==> config.mk <==
export PLATFORM = sky130hd
export DESIGN_NAME = lsu_mem_stage
export DESIGN_NICKNAME = d
export VERILOG_FILES = /design/src/rtl/lsu_mem_stage.sv
export SDC_FILE = /design/constraint.sdc
export NUM_CORES = 1
export LEC_CHECK = 0
export CORE_MARGIN = 2
export CORE_UTILIZATION = 45
export CTS_CLUSTER_DIAMETER = 200
export DETAILED_ROUTE_END_ITERATION = 7
export GPL_ROUTABILITY_DRIVEN = 0
export PLACE_DENSITY = 0.8
export SYNTH_ARGS = -nofsm -noshare
export SYNTH_HDL_FRONTEND = slang
export SYNTH_SLANG_ARGS = --single-unit
==> constraint.sdc <==
create_clock -name clk -period 4.9 [get_ports clk]
set_clock_uncertainty 0.1 [all_clocks]
set_input_delay 0.49 -clock clk [delete_from_list [all_inputs] [get_ports clk]]
set_output_delay 0.49 -clock clk [all_outputs]
set_load 0.01 [all_outputs]
==> src/rtl/lsu_mem_stage.sv <==
// lsu_mem_stage: load/store unit downstream of the ALU.
// Runs one req/ack transaction on the data-memory bus per start and
// returns sign/zero-extended load data. busy stalls the core while in flight.
//
// Ports:
//   clk, rst            clock, asynchronous active-high reset
//   start               launch (sampled only when idle)
//   mem_read, mem_write operation select (write wins if both set)
//   funct3              size/sign: 000 B, 001 H, 010 W, 100 BU, 101 HU
//   alu_result          effective byte address
//   store_data          rs2 value
//   busy, done          status; done is a one-cycle completion pulse
//   load_data           extended load result, held until the next done
//   access_fault        misaligned address or illegal funct3 (with done)
//   timeout_err         bus never acknowledged (with done)
//   bus_*               word-addressed memory bus, one-cycle bus_ack
module lsu_mem_stage #(
  parameter int unsigned TIMEOUT_CYCLES = 16
) (
  input  logic        clk,
  input  logic        rst,
  input  logic        start,
  input  logic        mem_read,
  input  logic        mem_write,
  input  logic [2:0]  funct3,
  input  logic [31:0] alu_result,
  input  logic [31:0] store_data,
  output logic        busy,
  output logic        done,
  output logic [31:0] load_data,
  output logic        access_fault,
  output logic        timeout_err,
  output logic        bus_req,
  output logic        bus_we,
  output logic [31:0] bus_addr,
  output logic [31:0] bus_wdata,
  output logic [3:0]  bus_be,
  input  logic [31:0] bus_rdata,
  input  logic        bus_ack
);

  typedef enum logic [1:0] {IDLE, REQ, RESP} state_t;

  state_t      state_q, state_d;
  logic        busy_q, busy_d;
  logic        done_q, done_d;
  logic [31:0] load_data_q, load_data_d;
  logic        access_fault_q, access_fault_d;
  logic        timeout_err_q, timeout_err_d;
  logic        bus_req_q, bus_req_d;
  logic        bus_we_q, bus_we_d;
  logic [31:0] bus_addr_q, bus_addr_d;
  logic [31:0] bus_wdata_q, bus_wdata_d;
  logic [3:0]  bus_be_q, bus_be_d;
  logic [2:0]  f3_q, f3_d;
  logic [1:0]  off_q, off_d;
  logic [7:0]  cnt_q, cnt_d;

  logic        is_store, is_load, f3_ok, aligned;
  logic [3:0]  st_be;
  logic [31:0] st_wdata;
  logic [7:0]  rd_byte;
  logic [15:0] rd_half;
  logic [31:0] rd_ext;

  // Request decode from the live inputs (only used in IDLE).
  always_comb begin
    is_store = mem_write;
    is_load  = mem_read & ~mem_write;
    case (funct3)
      3'b000, 3'b001, 3'b010: f3_ok = 1'b1;
      3'b100, 3'b101:         f3_ok = is_load;
      default:                f3_ok = 1'b0;
    endcase
    case (funct3[1:0])
      2'b01:   aligned = ~alu_result[0];
      2'b10:   aligned = (alu_result[1:0] == 2'b00);
      default: aligned = 1'b1;
    endcase
    case (funct3[1:0])
      2'b00: begin
        st_be    = 4'b0001 << alu_result[1:0];
        st_wdata = {4{store_data[7:0]}};
      end
      2'b01: begin
        st_be    = alu_result[1] ? 4'b1100 : 4'b0011;
        st_wdata = {2{store_data[15:0]}};
      end
      default: begin
        st_be    = 4'b1111;
        st_wdata = store_data;
      end
    endcase
  end

  // Lane select and extension of the returned word using the latched offset.
  always_comb begin
    case (off_q)
      2'd0:    rd_byte = bus_rdata[7:0];
      2'd1:    rd_byte = bus_rdata[15:8];
      2'd2:    rd_byte = bus_rdata[23:16];
      default: rd_byte = bus_rdata[31:24];
    endcase
    rd_half = off_q[1] ? bus_rdata[31:16] : bus_rdata[15:0];
    case (f3_q)
      3'b000:  rd_ext = {{24{rd_byte[7]}}, rd_byte};
      3'b001:  rd_ext = {{16{rd_half[15]}}, rd_half};
      3'b100:  rd_ext = {24'h0, rd_byte};
      3'b101:  rd_ext = {16'h0, rd_half};
      default: rd_ext = bus_rdata;
    endcase
  end

  always_comb begin
    state_d        = state_q;
    done_d         = 1'b0;
    load_data_d    = load_data_q;
    access_fault_d = access_fault_q;
    timeout_err_d  = timeout_err_q;
    bus_req_d      = bus_req_q;
    bus_we_d       = bus_we_q;
    bus_addr_d     = bus_addr_q;
    bus_wdata_d    = bus_wdata_q;
    bus_be_d       = bus_be_q;
    f3_d           = f3_q;
    off_d          = off_q;
    cnt_d          = cnt_q;
    unique case (state_q)
      IDLE: begin
        if (start) begin
          access_fault_d = 1'b0;
          timeout_err_d  = 1'b0;
          if (!is_store && !is_load) begin
            state_d     = RESP;
            done_d      = 1'b1;
            load_data_d = '0;
          end else if (!f3_ok || !aligned) begin
            state_d        = RESP;
            done_d         = 1'b1;
            access_fault_d = 1'b1;
          end else begin
            state_d     = REQ;
            bus_req_d   = 1'b1;
            bus_we_d    = is_store;
            bus_addr_d  = {alu_result[31:2], 2'b00};
            bus_be_d    = is_store ? st_be : 4'b1111;
            bus_wdata_d = is_store ? st_wdata : '0;
            f3_d        = funct3;
            off_d       = alu_result[1:0];
            cnt_d       = '0;
          end
        end
      end
      REQ: begin
        // Ack is checked first so an ack on the final cycle still succeeds.
        if (bus_ack) begin
          state_d   = RESP;
          done_d    = 1'b1;
          bus_req_d = 1'b0;
          if (!bus_we_q) load_data_d = rd_ext;
        end else if (cnt_q == 8'(TIMEOUT_CYCLES - 1)) begin
          state_d       = RESP;
          done_d        = 1'b1;
          bus_req_d     = 1'b0;
          timeout_err_d = 1'b1;
        end else begin
          cnt_d = cnt_q + 8'd1;
        end
      end
      RESP: state_d = IDLE;
      default: state_d = IDLE;
    endcase
    busy_d = (state_d != IDLE);
  end

  always_ff @(posedge clk or posedge rst) begin
    if (rst) begin
      state_q        <= IDLE;
      busy_q         <= 1'b0;
      done_q         <= 1'b0;
      load_data_q    <= '0;
      access_fault_q <= 1'b0;
      timeout_err_q  <= 1'b0;
      bus_req_q      <= 1'b0;
      bus_we_q       <= 1'b0;
      bus_addr_q     <= '0;
      bus_wdata_q    <= '0;
      bus_be_q       <= '0;
      f3_q           <= '0;
      off_q          <= '0;
      cnt_q          <= '0;
    end else begin
      state_q        <= state_d;
      busy_q         <= busy_d;
      done_q         <= done_d;
      load_data_q    <= load_data_d;
      access_fault_q <= access_fault_d;
      timeout_err_q  <= timeout_err_d;
      bus_req_q      <= bus_req_d;
      bus_we_q       <= bus_we_d;
      bus_addr_q     <= bus_addr_d;
      bus_wdata_q    <= bus_wdata_d;
      bus_be_q       <= bus_be_d;
      f3_q           <= f3_d;
      off_q          <= off_d;
      cnt_q          <= cnt_d;
    end
  end

  assign busy         = busy_q;
  assign done         = done_q;
  assign load_data    = load_data_q;
  assign access_fault = access_fault_q;
  assign timeout_err  = timeout_err_q;
  assign bus_req      = bus_req_q;
  assign bus_we       = bus_we_q;
  assign bus_addr     = bus_addr_q;
  assign bus_wdata    = bus_wdata_q;
  assign bus_be       = bus_be_q;

endmodule

==> results of run 1 <==
## power breakdown
group	total (mW)	internal (mW)	switching (mW)
Sequential	1.59	1.32	0.266
Combinational	1.55	0.919	0.630
Clock	1.12	0.720	0.400
## how the worst max path moves through the flow
stage / endpoint / slack, ps / cells after the start
after floorplan: access_fault / 1150 / 1
after global placement: bus_addr[16] / 1500 / 8
after detailed placement: bus_addr[29] / 1390 / 8
after CTS: bus_addr[15] / 1810 / 8
after global routing: bus_addr[25] / 1670 / 8
final: bus_be[2] / 1770 / 8
## logic make-up (layout without fill, tap and decap cells)
logic type | Yosys count | count (layout)
flip-flops | 119 | 119
XOR/XNOR | 3 | 3
AND/OR/NAND/NOR | 112 | 112
other | 1 | 2
buffers and inverters | 72 | 277
multiplexers | 86 | 86
adder cells (fa/ha/maj) | 4 | 4
AO/OA/AOI/OAI | 129 | 129
## flip-flops by register name, summed over array words and instances (netlist names)
signal / flops
bus_req: 1
bus_be: 4
bus_wdata: 32
load_data: 32
busy: 1
timeout_err: 1
access_fault: 1
cnt_q: 8
bus_addr: 30
f3_q: 3
done: 1
off_q: 2
state_q: 2
bus_we: 1
## worst reg2reg max path: cells and delay by family, from the launching register on
| family | cells | cell delay (ps) |
|---|---|---|
| DFF | 1 | 800 |
| AOI/OAI and AO/OA | 2 | 1110 |
| buffers and inverters | 1 | 450 |
## area by class of cell
type | instances | area, um2
Sequential cell | 119 | 2980
Clock inverter | 5 | 50.0
Fill cell | 948 | 4080
Timing Repair Buffer | 214 | 2140
Tap cell | 172 | 215
Clock buffer | 23 | 478
Multi-Input combinational cell | 336 | 2540
Inverter | 35 | 134
## through the flow
step | total power, mW | utilization (%) | std cells
2_1_floorplan | 2.25 | - | 527
3_3_place_gp | 3.10 | 63.5 | 876
3_5_place_dp | 3.15 | 63.5 | 876
4_1_cts | 4.30 | 67.6 | 904
5_1_grt | 4.49 | 67.6 | 904
6_report | 4.26 | 67.6 | 904
## layout by cell type (no fill, tap or decap), drive strengths merged, types with 2 or more instances in the layout
master / n
a211o: 5
a21boi: 13
a21oi: 13
a221o: 16
a22oi: 9
a32o: 10
and2: 4
and3: 2
and3b: 5
buf: 6
clkbuf: 23
clkdlybuf4s50: 208
clkinv: 5
conb: 2
dfrtp: 119
ha: 4
inv: 34
mux2: 49
mux2i: 36
nand2: 33
nand2b: 13
nand3: 3
nand4: 3
nor2: 17
nor2b: 7
nor3: 5
nor3b: 2
nor4: 2
o211ai: 3
o21ai: 48
o22ai: 2
o31a: 2
o31ai: 2
or2: 3
or3: 7
or4: 2
xor2: 3
## per-layer routing
metal | wire [um] | up-vias | global-route usage (%)
met5 | 0 | - | 0
met3 | 1250 | 25 | 7.95
met4 | 356 | 0 | 10.1
met2 | 7800 | 208 | 37.9
li1 | - | 2277 | -
met1 | 6630 | 2378 | 28.3
==> impl_metrics.yaml, run 1 <==
run_status:
  outcome: "finished clean"
logic_synthesis:
  synth_warnings: 0
  synth_xor_area_share_pct: 0.452
  synth.most_common_cell: "dfrtp_1"
  synth_top_area_cell: "dfrtp_1"
  yosys-top-cells-area: "dfrtp_1 (51%), mux2_2 (8.9%), mux2i_1 (6.2%)"
  synth_compound_area_share_pct: 15.3
  async_reset_ff_share_pct: 100
  synth_top_family_by_area: "multiplexers"
  synthMuxAreaShare_pct: 16.2
  synth_top_cell_area_share_pct: 51.2
  syn_inst: 526
  ys_top_cells_by_count: "dfrtp_1 (119), o21ai_0 (47), mux2_2 (46)"
  yosys.area_share.adder_pct: 0.860
  synth_edf_count: 0
  synth.cell_area_um2: 5820
  ys_seq_elements: 119
  ys_seq_area_share_pct: 51.2
  synth-simple-area-share_pct: 10.6
  ys.flop_type: "dfrtp_1"
  syn_area_per_cell_um2: 11.1
  yosysUniqueCellTypes: 57
grt:
  grt_pass1_wl_um: 25700
  antenna_found_initial: 0
  grt_use_total_pct: 23.3
  grt_max_degree: 85
  grt-ovfl-total: 0
  grt_pass1_vias: 4960
clock_tree:
  cts-resized-gates: 0
  htree_levels: 4
  cts_tree: "built"
  root_buffer: "clkbuf_16"
  max-clock-path-buffers: 2
  clock-sinks: 119
  cts_setup_buffers: 0
  clk_latency_ps: 420
  hold_buffers: 0
  cts.clk_slew.worst_paths_ps: 50
  numCtsBuffers: 17
critical_path:
  worstPathCellList: "clkdlybuf4s50_1 > inv_1 > ha_1 > nand2b_1 > a21boi_1 > nor4_4 > buf_12 > mux2_2"
  critPathKind: "in -> reg"
  cp.arrival_ps: 3310
  max_stage_delay_ps: 620
  start_kind: "input pin"
  cp_top_family: "buffers and inverters"
  r2r_cells: 3
  cp_max_fo: 59
  end_kind: "flop"
  cp_num_buf_inv: 3
  worstSetupStartpoint: "funct3[1]"
  r2r-start: "off_q[1]"
  cp_data_required_time_ps: 5080
  slowest_stage: "clkdlybuf4s50_1"
  ff2ff_setup_slack_ps: 2410
  r2r_end: "load_data[31]"
floorplanning:
  core_um2: 12600
  initial_core_util_pct: 46.1
  num_rows: 41
  die_h_um: 118
  die_x_um: 118
  dieArea_um2: 13900
  ios: 211
drt:
  drc: 0
  drtIter0Drc: 407
  avgViaCountPerCell: 5.41
  vias: 4888
  drt-total-wl_um: 16000
  drt-pass1-iter-count: 5
  avgRoutedWirePerCell_um: 17.7
  drtAntennaViolNets: 0
placement:
  pre_cts_slack_ps: 1390
  placed_cell_area_um2: 8010
  place.port_buffers: 208
  hpwlAfterDp_um: 11800
timing:
  drv_slew: 0
  fin_ws_ps: 1770
  hold_viol: 0
  relSlewSlack_pct: 32.1
  rsz0062_at_grt: "false"
  holdWs_ps: 392
  tns_ps: 0
  fin_crit_ps: 3130
  setup_viol: 0
  finalCritPeriodShare_pct: 63.9
  clock.fmax_mhz: 320
  tightestPinTransition_ps: 1020
layout:
  design_area_um2: 8540
  antenna_cells: 0
  drive_gt1_share_pct: 12.3
  fin_nets: 832
  area_growth_pct: 46.8
power:
  peakVddDrop_uv: 282
  p_per_area_nw_per_um2: 499
  p_leak_nw: 3.62
min_path:
  holdPathEnd: "load_data[5]"
  min_from: "load_data[5]"
  min-delay-path-class: "reg -> reg"
  min_path_cells: 2
run:
  drv_cap: 0
(Power assumes the default switching activity.)
==> inputs of run 2 (changes only) <==
--- a/config.mk
+++ b/config.mk
@@ -6,11 +6,11 @@
 export NUM_CORES = 1
 export LEC_CHECK = 0
 export CORE_MARGIN = 2
-export CORE_UTILIZATION = 45
+export CORE_UTILIZATION = 41
 export CTS_CLUSTER_DIAMETER = 200
 export DETAILED_ROUTE_END_ITERATION = 7
 export GPL_ROUTABILITY_DRIVEN = 0
-export PLACE_DENSITY = 0.8
+export PLACE_DENSITY = 0.76
 export SYNTH_ARGS = -nofsm -noshare
 export SYNTH_HDL_FRONTEND = slang
 export SYNTH_SLANG_ARGS = --single-unit
==> constraint.sdc (replaced) <==
create_clock -name clk -period 2.65 [get_ports clk]
set_clock_uncertainty 0.1 [all_clocks]
set_input_delay 0.265 -clock clk [delete_from_list [all_inputs] [get_ports clk]]
set_output_delay 0.265 -clock clk [all_outputs]
set_load 0.01 [all_outputs]
==> run 2 against run 1 <==
  * Sequential share of layout area fell by 0.90 points
  * Cell count up 3.0%
  * Wire length rose by 3.9%
  * Worst setup slack got worse by 1400 ps
  * Largest power group is now combinational logic
  * Non-clock buffer count up 17
  * Clock power is 100% higher
  * Via count increased by 1.5%
  * Power is 91% higher
==> impl_metrics.yaml, run 2 (synthesized netlist as in run 1, its figures left out) <==
floorplanning:
  initial_core_util_pct: 41.9
  die_x_um: 123
  num_rows: 43
  core_um2: 13900
  dieArea_um2: 15200
  die_h_um: 123
  ios: 211
drt:
  drc: 0
  drtAntennaViolNets: 0
  drt-pass1-iter-count: 7
  drtIter0Drc: 376
  vias: 4960
  drt-total-wl_um: 16700
  avgViaCountPerCell: 5.33
  avgRoutedWirePerCell_um: 17.9
grt:
  grt_pass1_wl_um: 26400
  grt_use_total_pct: 22.7
  grt-ovfl-total: 0
  antenna_found_initial: 0
  grt_max_degree: 52
  grt_pass1_vias: 5099
clock_tree:
  clk_latency_ps: 410
  root_buffer: "clkbuf_16"
  cts_setup_buffers: 0
  cts.clk_slew.worst_paths_ps: 60
  numCtsBuffers: 17
  htree_levels: 4
  cts_tree: "built"
  cts-resized-gates: 0
  hold_buffers: 0
  max-clock-path-buffers: 2
  clock-sinks: 119
run_status:
  outcome: "finished clean"
placement:
  hpwlAfterDp_um: 12600
  place.port_buffers: 208
  pre_cts_slack_ps: -26.0
  placed_cell_area_um2: 8190
timing:
  tightestPinTransition_ps: 1110
  finalCritPeriodShare_pct: 84.9
  clock.fmax_mhz: 444
  relSlewSlack_pct: 25.8
  rsz0062_at_grt: "false"
  fin_ws_ps: 400
  setup_viol: 0
  hold_viol: 0
  fin_crit_ps: 2250
  drv_slew: 0
critical_path:
  cp_max_fo: 24
  start_kind: "flop"
  end_kind: "flop"
  r2r_cells: 5
  cp.arrival_ps: 2490
  cp_data_required_time_ps: 2890
  critPathKind: "reg -> reg"
min_path:
  min-delay-path-class: "in -> async"
layout:
  design_area_um2: 8760
  area_growth_pct: 50.6
  layout_common_cells: "clkdlybuf4s50_1 (208), dfrtp_1 (119), o21ai_0 (47)"
  fin_nets: 849
  drive_gt1_share_pct: 14.6
  antenna_cells: 0
  layout_commonest_cell: "clkdlybuf4s50_1"
power:
  p_per_area_nw_per_um2: 929
  peakVddDrop_uv: 633
  p_leak_nw: 3.73
  power.total_mw: 8.14
run:
  drv_cap: 0
[run 2: report_power, final]
part	total [mW]	internal, mW	switching (mW)	leakage, nW
Combinational	2.99	1.74	1.25	1.94
Clock	2.26	1.48	0.783	0.281
Sequential	2.89	2.45	0.440	1.51
Total	8.14	5.67	2.47	3.73
[run 2: cell type report]
type,instances,area (um2)
clock inverter,10,130
sequential,119,2980
clock buffer,20,447
fill,1131,5120
timing repair buffer,231,2300
multi-input combinational,336,2540
tap,180,225
inverter,35,135
[run 2: path summary, 6_finish.rpt]
path                           startpoint            end  slack (ps)
max reg2reg                    state_q[0]  load_data[10]         400
max in group asynchronous             rst  bus_wdata[30]        1550
min in group clk           alu_result[23]   bus_addr[23]         370
min reg2reg                  load_data[5]   load_data[5]         380
min                                   rst       cnt_q[1]         250
max                            state_q[0]  load_data[10]         400
[run 2: worst max-delay path, stage by stage (launching register included)]
cell and delay (ps):
dfrtp_1 460, nor4bb_2 210, buf_4 150, a21oi_2 800, buf_4 320, a32o_1 140
[run 2: through the flow]
stage / cells / utilization (%) / hold slack [ps] / TNS, ps
final: 931 / 63.1 / 246 / 0
after global routing: 931 / 63.1 / 301 / 0
after CTS: 931 / 63.1 / 260 / 0
after detailed placement: 901 / 59.0 / 380 / -35.6
after global placement: 901 / 59.0 / 368 / 0
after floorplan: 527 / - / 300 / 0
[run 2: metal layers]
layer	vias up	global-route usage (%)	share of wire (%)
met4	0	8.59	2.5
met1	2437	28.7	42
met2	184	36.3	49
li1	2306	-	-
met5	-	0	0
met3	33	7.66	6.5
==> inputs of run 3 (changes only) <==
--- a/config.mk
+++ b/config.mk
@@ -6,11 +6,11 @@
 export NUM_CORES = 1
 export LEC_CHECK = 0
 export CORE_MARGIN = 2
-export CORE_UTILIZATION = 41
+export CORE_UTILIZATION = 45
 export CTS_CLUSTER_DIAMETER = 200
 export DETAILED_ROUTE_END_ITERATION = 7
 export GPL_ROUTABILITY_DRIVEN = 0
-export PLACE_DENSITY = 0.76
+export PLACE_DENSITY = 0.8
 export SYNTH_ARGS = -nofsm -noshare
 export SYNTH_HDL_FRONTEND = slang
 export SYNTH_SLANG_ARGS = --single-unit
==> constraint.sdc (replaced) <==
create_clock -name clk -period 2.1 [get_ports clk]
set_clock_uncertainty 0.1 [all_clocks]
set_input_delay 0.21 -clock clk [delete_from_list [all_inputs] [get_ports clk]]
set_output_delay 0.21 -clock clk [all_outputs]
set_load 0.01 [all_outputs]
==> run 3 against run 2 <==
  * Register-to-register slack got worse by 350 ps
  * Sequential share of layout area fell by 1.4 points
  * Die area decreased by 8.6%
  * Worst hold slack lost 170 ps
  * Largest power group unchanged
  * Power increased by 31%
  * Non-clock buffer count rose by 32
  * Global-route usage grew 2.2 points
  * Highest routed layer unchanged
  * Wire length rose by 3.5%
  * The flow now finishes with violations (setup timing)
  * Cell count up 2.8%
  * Clock-buffer cell count down 1
==> impl_metrics.yaml, run 3 (synthesized netlist as in run 1, its figures left out) <==
layout:
  area_growth_pct: 57.1
  fin_nets: 881
  finalNonFillerCells: 957
  layout_common_cells: "clkdlybuf4s50_1 (208), dfrtp_1 (119), o21ai_0 (47)"
  drive_gt1_share_pct: 18.9
  design_area_um2: 9140
  layout_commonest_cell: "clkdlybuf4s50_1"
  fillers: 892
  antenna_cells: 0
floorplanning:
  ios: 211
  initial_core_util_pct: 46.1
  core_um2: 12600
  dieArea_um2: 13900
  die_x_um: 118
  die_h_um: 118
  num_rows: 41
timing:
  hold_viol: 0
  tightestPinTransition_ps: 718
  setup_viol: 2
  tns_ps: -13.5
  relSlewSlack_pct: 52.0
  holdWs_ps: 72.0
  finalCritPeriodShare_pct: 100
  fin_crit_ps: 2110
  fin_ws_ps: -7.52
  clock.fmax_mhz: 474
  rsz0062_at_grt: "true"
  drv_slew: 0
drt:
  drtIter0Drc: 394
  vias: 5187
  drc: 0
  drt-pass1-iter-count: 5
  drt-total-wl_um: 17300
  avgRoutedWirePerCell_um: 18.0
  drtAntennaViolNets: 0
  avgViaCountPerCell: 5.42
critical_path:
  worstPathCellList: "clkdlybuf4s50_1 > buf_4 > or2_1 > a21o_1 > nor4_4 > buf_6 > buf_12 > mux2_2"
  max_stage_delay_ps: 420
  cp.arrival_ps: 2300
  critPathKind: "in -> reg"
  end_kind: "flop"
  slowest_stage: "clkdlybuf4s50_1"
  start_kind: "input pin"
  cp_max_fo: 18
  cp_data_required_time_ps: 2300
clock_tree:
  hold_buffers: 0
  cts.clk_slew.worst_paths_ps: 60
  root_buffer: "clkbuf_16"
  clk_latency_ps: 420
  max-clock-path-buffers: 2
  numCtsBuffers: 17
  htree_levels: 4
  cts_tree: "built"
  clock-sinks: 119
grt:
  grt-ovfl-total: 0
  grt_use_total_pct: 25.0
  grt_max_degree: 39
  grt_pass1_vias: 5285
  grt_pass1_wl_um: 27600
  antenna_found_initial: 0
run_status:
  violations: "setup timing"
  outcome: "complete, but fails checks"
power:
  p_leak_nw: 3.93
  peakVddDrop_uv: 695
  p_per_area_nw_per_um2: 1170
run:
  drv_cap: 0
placement:
  place.port_buffers: 208
  placed_cell_area_um2: 8380
  hpwlAfterDp_um: 12500
  placed_cells: 918
min_path:
  min-delay-path-class: "in -> async"
==> run 3: cell count changes in the layout (fill, tap and decap cells not counted), moves of 2 or more <==
cell       previous run  this run
buf_12                4         6
buf_4                19        44
buf_6                 0         3
clkbuf_1              2         0
clkbuf_16            17        19
==> run 3: through the flow <==
stage	utilization, %	total power, mW	worst slack (ps)
after global placement	66.4	7.41	-357
final	72.4	10.7	-7.52
after floorplan	-	5.26	34.0
after global routing	72.4	11.2	-56.5
after CTS	71.4	10.7	-32.4
after detailed placement	66.4	7.55	-439
==> run 3: worst paths after layout <==
path	slack [ps]	to	cells past startpoint	from
min in group clk	300	bus_addr[7]	2	alu_result[7]
setup reg to reg	50	bus_addr[14]	6	state_q[0]
hold reg to reg	380	bus_addr[7]	1	bus_addr[7]
hold / removal	70	state_q[1]	2	rst
max in group asynchronous	1290	load_data[8]	3	rst
setup / recovery	-8	bus_addr[14]	8	funct3[1]
==> run 3: metal layers <==
layer	share of wire [%]	up-vias	global-route usage, %
met5	0	-	0
met4	3.8	0	12.0
met3	6.6	51	7.27
met2	48	208	39.5
met1	42	2552	31.5
li1	-	2376	-
==> run 3: worst max-delay path: cells and delay by family <==
family	cells	cell delay, ps
multiplexers	1	350
AND/OR/NAND/NOR	2	560
buffers and inverters	4	940
AO/OA/AOI/OAI	1	220
==> run 3: final cells by class <==
class	count	area [um2]	share of cell area [%]
Clock buffer	19	453	4.96
Clock inverter	13	176	1.93
Inverter	35	135	1.48
Multi-Input combinational cell	336	2560	28.0
Sequential cell	119	2980	32.6
Tap cell	172	215	2.36
Timing Repair Buffer	263	2620	28.6
==> run 3: report_power, final <==
part,internal [mW],switching [mW]
registers,3.09,0.482
clock network,2.04,1.04
logic,2.31,1.69
total,7.44,3.22
==> run 3: timing repair <==
action,in CTS,in global routing
buffers inserted,0,3
setup endpoints to repair,21,94
cloned,0,4
pin swaps,0,3
resized for setup,1,9
